==> config.mk <==
export PLATFORM = sky130hd
export DESIGN_NAME = lsm_sequencer_flat
export DESIGN_NICKNAME = d
export VERILOG_FILES = /design/src/rtl/lsm_sequencer_if.sv /design/src/rtl/lsm_sequencer.sv /design/src/flat_wrapper.sv
export SDC_FILE = /design/constraint.sdc
export NUM_CORES = 1
export LEC_CHECK = 0
export CORE_UTILIZATION = 43
export DETAILED_ROUTE_END_ITERATION = 8
export PLACE_DENSITY_LB_ADDON = 0.15
export SLEW_MARGIN = 10
export SYNTH_ARGS = -nofsm -noshare
export SYNTH_HDL_FRONTEND = slang
export SYNTH_SLANG_ARGS = --single-unit
==> constraint.sdc <==
create_clock -name clk -period 2.3 [get_ports clk]
set_clock_uncertainty 0.1 [all_clocks]
set_input_delay 0.23 -clock clk [delete_from_list [all_inputs] [get_ports clk]]
set_output_delay 0.23 -clock clk [all_outputs]
set_load 0.05 [all_outputs]
==> src/rtl/lsm_sequencer_if.sv <==
// Memory request/acknowledge bus between the LM/SM sequencer and the data memory.
interface lsm_sequencer_if #(
  parameter int unsigned DW = 16,
  parameter int unsigned AW = 16
);
  logic          mem_req;
  logic          mem_we;
  logic [AW-1:0] mem_addr;
  logic [DW-1:0] mem_wdata;
  logic [DW-1:0] mem_rdata;
  logic          mem_ack;

  modport master (
    output mem_req, mem_we, mem_addr, mem_wdata,
    input  mem_rdata, mem_ack
  );

  modport slave (
    input  mem_req, mem_we, mem_addr, mem_wdata,
    output mem_rdata, mem_ack
  );
endinterface

==> src/rtl/lsm_sequencer.sv <==
// Load/store-multiple sequencer: walks a register mask, runs one memory transfer per
// selected register, optionally writes the final address back, then pulses done.
module lsm_sequencer #(
  parameter int unsigned DW        = 16,
  parameter int unsigned AW        = 16,
  parameter int unsigned NREGS     = 8,
  parameter int unsigned RIDX_W    = 3,
  parameter int unsigned ADDR_STEP = 1,
  parameter bit          DESCEND   = 1'b0
) (
  input  logic                         clk,
  input  logic                         rst_n,
  input  logic                         start,
  input  logic                         is_store,
  input  logic [NREGS-1:0]             reg_mask,
  input  logic [AW-1:0]                base_addr,
  input  logic [RIDX_W-1:0]            base_reg,
  input  logic                         wb_en,
  output logic                         busy,
  output logic                         done,
  output logic [$clog2(NREGS+1)-1:0]   count,
  output logic [AW-1:0]                final_addr,
  output logic [RIDX_W-1:0]            rf_raddr,
  input  logic [DW-1:0]                rf_rdata,
  output logic                         rf_wen,
  output logic [RIDX_W-1:0]            rf_waddr,
  output logic [DW-1:0]                rf_wdata,
  lsm_sequencer_if.master              mem
);
  localparam int unsigned CW = $clog2(NREGS + 1);

  localparam logic [2:0] S_IDLE  = 3'd0;
  localparam logic [2:0] S_SCAN  = 3'd1;
  localparam logic [2:0] S_MEM   = 3'd2;
  localparam logic [2:0] S_WR    = 3'd3;
  localparam logic [2:0] S_WBACK = 3'd4;
  localparam logic [2:0] S_DONE  = 3'd5;

  logic [2:0]        state, state_d;
  logic [NREGS-1:0]  mask, mask_d;
  logic              store_q, store_d;
  logic [AW-1:0]     cur_addr, addr_d;
  logic [RIDX_W-1:0] base_q, base_d;
  logic              wb_do, wbdo_d;
  logic [RIDX_W-1:0] idx, idx_d, pe_idx;
  logic [CW-1:0]     count_d;
  logic [AW-1:0]     final_d;
  logic              rf_wen_d;
  logic [RIDX_W-1:0] rf_waddr_d;
  logic [DW-1:0]     rf_wdata_d;
  logic              req_q, req_d, we_q, we_d;
  logic [AW-1:0]     maddr_q, maddr_d;
  logic [DW-1:0]     mwdata_q, mwdata_d;
  logic [2:0]        tail_state;

  // Lowest set bit of the remaining mask
  always_comb begin
    pe_idx = '0;
    for (int i = NREGS - 1; i >= 0; i--) begin
      if (mask[i]) pe_idx = RIDX_W'(i);
    end
  end

  // RF read is combinational, so the encoder must address it during SCAN
  assign rf_raddr      = (state == S_SCAN) ? pe_idx : idx;
  assign mem.mem_req   = req_q;
  assign mem.mem_we    = we_q;
  assign mem.mem_addr  = maddr_q;
  assign mem.mem_wdata = mwdata_q;

  assign tail_state = wb_do ? S_WBACK : S_DONE;

  always_comb begin
    state_d    = state;
    mask_d     = mask;
    store_d    = store_q;
    addr_d     = cur_addr;
    base_d     = base_q;
    wbdo_d     = wb_do;
    idx_d      = idx;
    count_d    = count;
    final_d    = final_addr;
    rf_wen_d   = 1'b0;
    rf_waddr_d = rf_waddr;
    rf_wdata_d = rf_wdata;
    req_d      = req_q;
    we_d       = we_q;
    maddr_d    = maddr_q;
    mwdata_d   = mwdata_q;

    case (state)
      S_IDLE: begin
        if (start) begin
          mask_d  = reg_mask;
          store_d = is_store;
          addr_d  = base_addr;
          base_d  = base_reg;
          // A load that targets the base register keeps the loaded value
          wbdo_d  = wb_en & ~(~is_store & reg_mask[base_reg]);
          count_d = '0;
          state_d = (reg_mask != '0) ? S_SCAN : S_DONE;
        end
      end
      S_SCAN: begin
        idx_d    = pe_idx;
        req_d    = 1'b1;
        we_d     = store_q;
        maddr_d  = cur_addr;
        mwdata_d = rf_rdata;
        state_d  = S_MEM;
      end
      S_MEM: begin
        if (req_q && mem.mem_ack) begin
          mask_d  = mask & ~(NREGS'(1) << idx);
          count_d = count + CW'(1);
          addr_d  = DESCEND ? (cur_addr - AW'(ADDR_STEP)) : (cur_addr + AW'(ADDR_STEP));
          req_d   = 1'b0;
          if (!store_q) begin
            rf_wen_d   = 1'b1;
            rf_waddr_d = idx;
            rf_wdata_d = mem.mem_rdata;
            state_d    = S_WR;
          end else begin
            state_d = (mask_d != '0) ? S_SCAN : tail_state;
          end
        end
      end
      S_WR:    state_d = (mask != '0) ? S_SCAN : tail_state;
      S_WBACK: state_d = S_DONE;
      S_DONE:  state_d = S_IDLE;
      default: state_d = S_IDLE;
    endcase

    if (state_d == S_WBACK) begin
      rf_wen_d   = 1'b1;
      rf_waddr_d = base_q;
      rf_wdata_d = DW'(addr_d);
    end
    if (state_d == S_DONE) final_d = addr_d;
  end

  always_ff @(posedge clk or negedge rst_n) begin
    if (!rst_n) begin
      state      <= S_IDLE;
      mask       <= '0;
      store_q    <= 1'b0;
      cur_addr   <= '0;
      base_q     <= '0;
      wb_do      <= 1'b0;
      idx        <= '0;
      count      <= '0;
      final_addr <= '0;
      busy       <= 1'b0;
      done       <= 1'b0;
      rf_wen     <= 1'b0;
      rf_waddr   <= '0;
      rf_wdata   <= '0;
      req_q      <= 1'b0;
      we_q       <= 1'b0;
      maddr_q    <= '0;
      mwdata_q   <= '0;
    end else begin
      state      <= state_d;
      mask       <= mask_d;
      store_q    <= store_d;
      cur_addr   <= addr_d;
      base_q     <= base_d;
      wb_do      <= wbdo_d;
      idx        <= idx_d;
      count      <= count_d;
      final_addr <= final_d;
      busy       <= (state_d != S_IDLE);
      done       <= (state_d == S_DONE);
      rf_wen     <= rf_wen_d;
      rf_waddr   <= rf_waddr_d;
      rf_wdata   <= rf_wdata_d;
      req_q      <= req_d;
      we_q       <= we_d;
      maddr_q    <= maddr_d;
      mwdata_q   <= mwdata_d;
    end
  end
endmodule

==> src/flat_wrapper.sv <==
// flat-port wrapper written by rule: the top's interface ports become plain ports
module lsm_sequencer_flat 
#(
  parameter int unsigned DW        = 16,
  parameter int unsigned AW        = 16,
  parameter int unsigned NREGS     = 8,
  parameter int unsigned RIDX_W    = 3,
  parameter int unsigned ADDR_STEP = 1,
  parameter bit          DESCEND   = 1'b0
)
  (clk, rst_n, start, is_store, reg_mask, base_addr, base_reg, wb_en, busy, done, count, final_addr, rf_raddr, rf_rdata, rf_wen, rf_waddr, rf_wdata, mem_mem_req, mem_mem_we, mem_mem_addr, mem_mem_wdata, mem_mem_rdata, mem_mem_ack);
  lsm_sequencer_if #(.DW(DW), .AW(AW)) mem_i ();
  input  logic clk;
  input  logic rst_n;
  input  logic start;
  input  logic is_store;
  input  logic [NREGS-1:0] reg_mask;
  input  logic [AW-1:0] base_addr;
  input  logic [RIDX_W-1:0] base_reg;
  input  logic wb_en;
  output logic busy;
  output logic done;
  output logic [$clog2(NREGS+1)-1:0] count;
  output logic [AW-1:0] final_addr;
  output logic [RIDX_W-1:0] rf_raddr;
  input  logic [DW-1:0] rf_rdata;
  output logic rf_wen;
  output logic [RIDX_W-1:0] rf_waddr;
  output logic [DW-1:0] rf_wdata;
  output wire logic [$bits(mem_i.mem_req)-1:0] mem_mem_req;
  output wire logic [$bits(mem_i.mem_we)-1:0] mem_mem_we;
  output wire logic [$bits(mem_i.mem_addr)-1:0] mem_mem_addr;
  output wire logic [$bits(mem_i.mem_wdata)-1:0] mem_mem_wdata;
  input wire logic [$bits(mem_i.mem_rdata)-1:0] mem_mem_rdata;
  input wire logic [$bits(mem_i.mem_ack)-1:0] mem_mem_ack;
  assign mem_mem_req = mem_i.mem_req;
  assign mem_mem_we = mem_i.mem_we;
  assign mem_mem_addr = mem_i.mem_addr;
  assign mem_mem_wdata = mem_i.mem_wdata;
  assign mem_i.mem_rdata = mem_mem_rdata;
  assign mem_i.mem_ack = mem_mem_ack;
  lsm_sequencer #(.DW(DW), .AW(AW), .NREGS(NREGS), .RIDX_W(RIDX_W), .ADDR_STEP(ADDR_STEP), .DESCEND(DESCEND)) u_core (.clk(clk), .rst_n(rst_n), .start(start), .is_store(is_store), .reg_mask(reg_mask), .base_addr(base_addr), .base_reg(base_reg), .wb_en(wb_en), .busy(busy), .done(done), .count(count), .final_addr(final_addr), .rf_raddr(rf_raddr), .rf_rdata(rf_rdata), .rf_wen(rf_wen), .rf_waddr(rf_waddr), .rf_wdata(rf_wdata), .mem(mem_i));
endmodule
# ---- After elaboration in Yosys (flattened, before gate mapping)
# Cells that the tools add are included.
dict set report word_totals {
  regBits 111
  input_bits 65
  output_inout_bits 79
}
dict set report classes {
  addsub 2
  magnitude_cmp 1
  n_eq_ne 9
  n_shift 1
  mux 42
  bitwise_logic 6
  reduce_logical 14
}
# op n
set op_table {}
lappend op_table {{2-to-1 mux 16 bit} 6}
lappend op_table {{2-to-1 mux 3 bit} 19}
lappend op_table {{case mux 16 bit (2 select lines)} 1}
lappend op_table {{nonzero test 8 bit} 3}
lappend op_table {{adder 16 x 1 -> 16 bit, second input constant} 1}
lappend op_table {{2-to-1 mux 8 bit} 2}
lappend op_table {{case mux 8 bit (2 select lines)} 1}
lappend op_table {{case mux 3 bit (5 select lines)} 1}
lappend op_table {{== test 3 bit, second input constant} 3}
lappend op_table {{AND 8 bit} 1}
lappend op_table {{2-to-1 mux 4 bit} 2}
lappend op_table {{NOT 8 bit} 1}
lappend op_table {{case mux 4 bit (2 select lines)} 1}
lappend op_table {{nonzero test 2 bit} 4}
lappend op_table {{<< shifter 1 x 3 -> 8 bit, first input constant} 1}
lappend op_table {{2-to-1 mux 1 bit} 7}
lappend op_table {{== test 3 x 2 -> 1 bit, second input constant} 2}
lappend op_table {{AND reduction 3 bit} 2}
lappend op_table {{adder 4 x 1 -> 4 bit, second input constant} 1}
lappend op_table {{< comparator 3 x 4 -> 1 bit, second input constant} 1}
lappend op_table {{!= test 2 bit, second input constant} 2}
lappend op_table {{AND reduction 2 bit} 2}
lappend op_table {{binary-select mux 1 bit (select 3 bit)} 1}
lappend op_table {{== test 3 x 1 -> 1 bit, second input constant} 1}
lappend op_table {{other kinds (7)} 9}

# ---- Logic depth before layout (Yosys ltp)
dict set report depth {
  depth_word 11
  mapped_depth 10
  ltp_nobuf 7
}

# ---- Worst setup path after synthesis
# No wires, ideal clock.
dict set report synth_path {
  path_kind {reg-to-reg}
  from {register u_core.state[1]}
  to {register u_core.idx[2]}
  setup_ns 0.248
  arrival_ns 2.472
  required_time_ns 1.952
  path_slack_ns -0.521
  path_stages_with_launch 6
  period_less_slack_ns 2.821
  cell_sequence {dfrtp_1 > clkbuf_1 > clkbuf_1 > nor3b_1 > nand2_1 > o21ai_0}
}
dict set report synth_via {
  elab_chain_len 2
}
# element line
set synth_lines {}
lappend synth_lines {{start: declaration} lsm_sequencer.sv:39} ;# logic [2:0] state, state_d;
lappend synth_lines {{start signal: assignment} lsm_sequencer.sv:163} ;# state <= state_d;
lappend synth_lines {{== test 3 x 1 -> 1 bit} n/a}
lappend synth_lines {{2-to-1 mux 3 bit} n/a}
lappend synth_lines {{via rf_raddr[2]} flat_wrapper.sv:25} ;# output logic [RIDX_W-1:0] rf_raddr;
lappend synth_lines {{end signal: assignment} lsm_sequencer.sv:169} ;# idx <= idx_d;
lappend synth_lines {{end: declaration} lsm_sequencer.sv:45} ;# logic [RIDX_W-1:0] idx, idx_d, pe_idx;
# The timed path passes the listed nets, and every way through them passes these cells.
# A chain may end at the register's enable or synchronous reset.

# ---- Worst setup path in the final report
dict set report layout_path {
  from {register u_core.idx[1]}
  to {register u_core.rf_wdata[14]}
}
dict set report layout_via {
  elab_chain_len 11
  word_cells_on_any_way 14
}
# element line
set layout_lines {}
lappend layout_lines {{<< shifter 1 x 3 -> 8 bit (*)} lsm_sequencer.sv:114} ;# mask_d = mask & ~(NREGS'(1) << idx);
lappend layout_lines {{NOT 8 bit (*)} lsm_sequencer.sv:114}
lappend layout_lines {{AND 8 bit (*)} lsm_sequencer.sv:114}
lappend layout_lines {{nonzero test 8 bit (*)} lsm_sequencer.sv:124} ;# state_d = (mask_d != '0) ? S_SCAN : tail_state;
lappend layout_lines {{2-to-1 mux 3 bit (*)} lsm_sequencer.sv:124}
lappend layout_lines {{2-to-1 mux 3 bit (*)} lsm_sequencer.sv:118} ;# if (!store_q) begin
lappend layout_lines {{2-to-1 mux 3 bit (*)} lsm_sequencer.sv:113} ;# if (req_q && mem.mem_ack) begin
lappend layout_lines {{case mux 3 bit (5 select lines) (*)} lsm_sequencer.sv:91} ;# case (state)
lappend layout_lines {{== test 3 bit (*)} lsm_sequencer.sv:134} ;# if (state_d == S_WBACK) begin
lappend layout_lines {{!= test 2 bit (no source line) or nonzero test 2 bit (tied branches)} n/a}
lappend layout_lines {{AND reduction 3 bit (no source line)} n/a}
lappend layout_lines {{end signal: assignment} lsm_sequencer.sv:176} ;# rf_wdata <= rf_wdata_d;
lappend layout_lines {{end: declaration} lsm_sequencer.sv:27} ;# output logic [DW-1:0] rf_wdata,
# Every way passes the cells marked *; elsewhere a longest branch is shown, timed or not.

==> flow_results.org <==
** Yosys
- The number of nets handed over by synthesis was between 500 and 600.
- Number of standard cells after synthesis :: 516
- Counting flops and latches in the post-synthesis netlist gives roughly 110.
- The netlist uses 57 different library cells.
- The Yosys step of the flow raised 0 warnings.
- The synthesized design contains 0 enable-type register cells.
- In this run the mean area of a mapped cell was 9.97 um2.
- After synthesis, flip-flops and latches occupy between 50 and 60% of the total area.
- Post-synth top flop :: sky130_fd_sc_hd__dfrtp_1
- Summed instance area of the synthesized netlist :: about 5100 um2
- Of all flip-flops after synthesis, the portion carrying an async set or reset was 100%.

** Timing
- Setup violations, final :: 35
- Minimum clock period after layout :: 2.42 ns
- Max Clk Rate :: about 0.41 GHz
- Slew Viols, Final :: 0
- Headroom to the max-slew limit came out at 63.4%.
- Total count of hold-check failures in the final report :: 0
- Unrepaired setup endpoints after global routing :: true
- Worst-margin pin slew :: 0.548 ns
- Hold is met by 0.306 ns.
- In the finished design, the share of the clock period the worst path needs comes to 105%.
- After layout, the worst setup slack is -0.120 ns.

** Job
- # Max-Cap Violations :: 0

** Power
- Proportion of power drawn by the clock network :: 11.1%
- Combinational cells account for approximately 62% of the total power.
- Internal power comes to 7.05 mW.
- Dividing total power by cell area gives a power density of 1700 nW/um2.
- Psw :: 6.35 mW
- The worst-case IR drop observed on VDD is 0.00101 V.
- Fraction of power consumed by sequential logic :: 26.8%
- The analysis attributes to cell leakage a power of between 3 and 4 nW.
- Net switching is 47.4% of the power.
- Final total power :: around 13 mW

** Floorplan
- Count of pins on the block boundary :: 144
- Die extent in y :: 111 um
- Row count :: 39
- Die outline width :: 111 um
- Core area :: 11,500 um2
- The die covers 12,400 um2.
- Initial Utilization :: 44.7%

** CTS
- Post-CTS clock slew at the launch and capture registers of the worst setup and hold paths :: roughly 0.070 ns
- CTS H-Tree Depth :: 3
- CTS saw roughly 110 sinks.
- Clock tree synthesis selected as its root buffer the cell sky130_fd_sc_hd__clkbuf_16.
- CTS tree :: yes
- At the later pin of the worst-skew pair, clock insertion delay measures 0.35 ns.
- Num CTS Buffers :: 9
- Clock tree buffer depth :: 2

** Finish
- Area taken by flip-flops and latches :: 2780 um2
- Number of nets in the layout :: 792
- Compared with the post-synthesis result, the final layout area differs by 53.5%.
- In the final layout, the share of cells above drive strength 1 is 22.3%.
- Count of antenna diodes in the layout :: 0
- The filler cells instantiated in the layout total 896.
- Summing all multi-input logic gate instances after layout gives 2400 um2.

** GRT
- Total routing resource utilization after global routing :: 25.2%
- Summed over all layers, the global routing overflow is 0.
- Entering global routing, the biggest net connects 46 pins.
- First-pass GRT wire length :: 24,500 um
- Vias in the first global route :: 4,685
- The number of antenna violations at the first check in global routing was 0.

** Status
- Violations in the final reports :: DRC, setup timing
- Status :: complete, but fails checks

** Detailed routing
- After detailed routing, the number of remaining DRC violations is 24.
- The routed layout has between 4,000 and 5,000 vias.
- Wirelength, routed :: between 15,000 and 20,000 um
- Average via count per standard cell :: 5.38
- In this run, the number of DRC markers left after iteration 0 of detailed routing was 260.
- The count of nets left with antenna violations once routing finished came out at 0.
- Detailed Routing Iterations Pass 1 :: 7
- In the final routed layout, each cell accounts on average for 17.4 um.

** Setup path
- Crit path DAT :: 2.56 ns
- Critical R2R Launch :: u_core.idx[1]$_DFF_PN0_
- In this run the critical register-to-register path is captured at u_core.rf_wdata[14]$_DFFE_PN0P_.
- The number of buffers and inverters on the critical path is 2.
- In this run the worst path has a maximum fanout of 7.
- CP max stage delay :: 0.47 ns
- Depth of the most critical reg-to-reg path :: 8
- WS Path Type :: flop to flop
- STA classifies the critical path endpoint as a flop.
- The worst setup path is launched from a flop.
- Worst reg-to-reg setup slack :: -0.12 ns
- Data on the critical path is required at its endpoint by 2.44 ns.
- Critical-path cell list :: buf_4 -> nand3b_1 -> a211o_1 -> nand2_2 -> buf_6 -> a31o_4 -> and4_4 -> mux2_4
- On the critical path the largest part of the delay comes from simple AND/OR/NAND/NOR gates.
- The slowest stage of the critical path belongs to the cell sky130_fd_sc_hd__dfrtp_2.

** Place
- Routability Congestion :: 0.932
- Buffers added on ports :: 143
- Summed over all nets, the half-perimeter wirelength after detailed placement is 10,800 um.

** Min path
- Path type of the worst min-delay path :: input pin to asynchronous set/reset pin
cell families (layout without fill, tap and decap cells):
group           after synthesis  in the layout  share of synthesized area (%)
simple gates                236            236                           20.6
mux                          33             33                           7.54
flops                       111            111                           54.0
fa+ha+maj                     2              2                          0.486
compound gates               90             90                           12.9
xor+xnor                      4              4                          0.681
buf+inv                      40            254                           3.84
per-stage QoR:
step                      instances  setup TNS (ns)  instance area, um2  util (%)  worst slack (ns)
after global placement          841           -5.62                7200      62.6            -0.174
after detailed placement        841           -6.87                7200      62.6            -0.263
after CTS                       868           -1.62                7740      67.2           -0.0836
after floorplan                 516           -2.27                5150         -            -0.124
final                           873           -2.39                7900      68.6            -0.120
after global routing            873           -4.84                7900      68.6            -0.197
area by class of cell:
type / instances / area share (%)
Timing Repair Buffer: 226 / 27.9
Clock inverter: 4 / 0.475
Clock buffer: 12 / 3.12
Sequential cell: 111 / 35.2
Multi-Input combinational cell: 365 / 30.4
Tap cell: 143 / 2.26
Inverter: 12 / 0.570
worst max path at each step:
stage	startpoint	endpoint	slack, ns	cells after the start
floorplan	u_core.state[0]$_DFF_PN0_	u_core.rf_wdata[1]$_DFFE_PN0P_	-0.12	9
global placement	u_core.idx[2]$_DFF_PN0_	u_core.rf_wdata[13]$_DFFE_PN0P_	-0.17	9
detailed placement	u_core.idx[1]$_DFF_PN0_	u_core.rf_wdata[9]$_DFFE_PN0P_	-0.26	9
CTS	u_core.idx[2]$_DFF_PN0_	u_core.rf_wdata[4]$_DFFE_PN0P_	-0.08	10
global route	u_core.idx[2]$_DFF_PN0_	u_core.rf_wdata[14]$_DFFE_PN0P_	-0.20	9
finish	u_core.idx[1]$_DFF_PN0_	u_core.rf_wdata[14]$_DFFE_PN0P_	-0.12	8
what timing repair did:
action / CTS / global route
endpoints found under the hold margin: 36 / 0
hold buffers: 1 / 0
setup buffers: 9 / 4
cloned: 1 / 1
resized for setup: 38 / 24
pin swaps: 9 / 26
endpoints found under the setup margin: 36 / 37
placed cells by master (no fill, tap or decap), drive strengths merged, types with 14 or more instances in the layout:
cell	Yosys	final
mux2	26	26
dfrtp	111	111
clkdlybuf4s50	0	139
buf	11	85
and2	14	14
inv	12	14
a221o	14	14
nor2	25	25
a21oi	14	14
nand2	146	146
o21ai	15	15
Yosys cell counts, types with 4 or more instances:
cell / number / area (um2)
sky130_fd_sc_hd__nor3b_1: 4 / 30.0
sky130_fd_sc_hd__a31oi_1: 6 / 37.5
sky130_fd_sc_hd__nor4_1: 7 / 43.8
sky130_fd_sc_hd__inv_1: 12 / 45.0
sky130_fd_sc_hd__a211oi_1: 4 / 30.0
sky130_fd_sc_hd__a21oi_1: 14 / 70.1
sky130_fd_sc_hd__a221o_1: 14 / 140
sky130_fd_sc_hd__nand4_1: 5 / 31.3
sky130_fd_sc_hd__buf_6: 5 / 56.3
sky130_fd_sc_hd__and2_1: 14 / 87.6
sky130_fd_sc_hd__mux2_2: 17 / 191
sky130_fd_sc_hd__mux2_1: 9 / 101
sky130_fd_sc_hd__nor3_1: 6 / 30.0
sky130_fd_sc_hd__clkbuf_1: 17 / 63.8
sky130_fd_sc_hd__o21ai_0: 15 / 75.1
sky130_fd_sc_hd__mux2i_1: 5 / 50.1
sky130_fd_sc_hd__nor2_1: 24 / 90.1
sky130_fd_sc_hd__o22ai_1: 7 / 43.8
sky130_fd_sc_hd__nand3_1: 11 / 55.1
sky130_fd_sc_hd__nand2_1: 146 / 548
sky130_fd_sc_hd__buf_2: 5 / 25.0
sky130_fd_sc_hd__dfrtp_1: 111 / 2780
sky130_fd_sc_hd__a22o_1: 5 / 43.8
layer usage:
layer | share of wire [%] | wire [um] | track usage, % | vias up
met2 | 45 | 6910 | 39.0 | 188
met4 | 2.1 | 326 | 9.28 | 0
met3 | 6.5 | 987 | 5.01 | 25
met1 | 46 | 7000 | 35.2 | 2251
met5 | 0 | 0 | 0 | -
li1 | - | - | - | 2235
power by group through the flow:
| stage | Combinational [mW] | Sequential, mW | Clock, mW |
|---|---|---|---|
| final | 8.31 | 3.59 | 1.49 |
| after floorplan | 2.63 | 5.53 | 0 |
| after detailed placement | 7.58 | 3.56 | 0 |
| after global routing | 8.79 | 3.72 | 1.61 |
| after global placement | 7.47 | 3.53 | 0 |
| after CTS | 8.02 | 3.56 | 1.53 |
flip-flops by register name, indices dropped and copies added, names as in the netlist, 3 cells and up:
register and count:
u_core.state 3, u_core.rf_wdata 16, u_core.count 4, u_core.base_q 3
u_core.final_addr 16, u_core.idx 3, u_core.rf_waddr 3, u_core.mem.mem_wdata 16
u_core.mask 8, u_core.cur_addr 16, u_core.mem.mem_addr 16
Power figures use the tool's default switching activity.
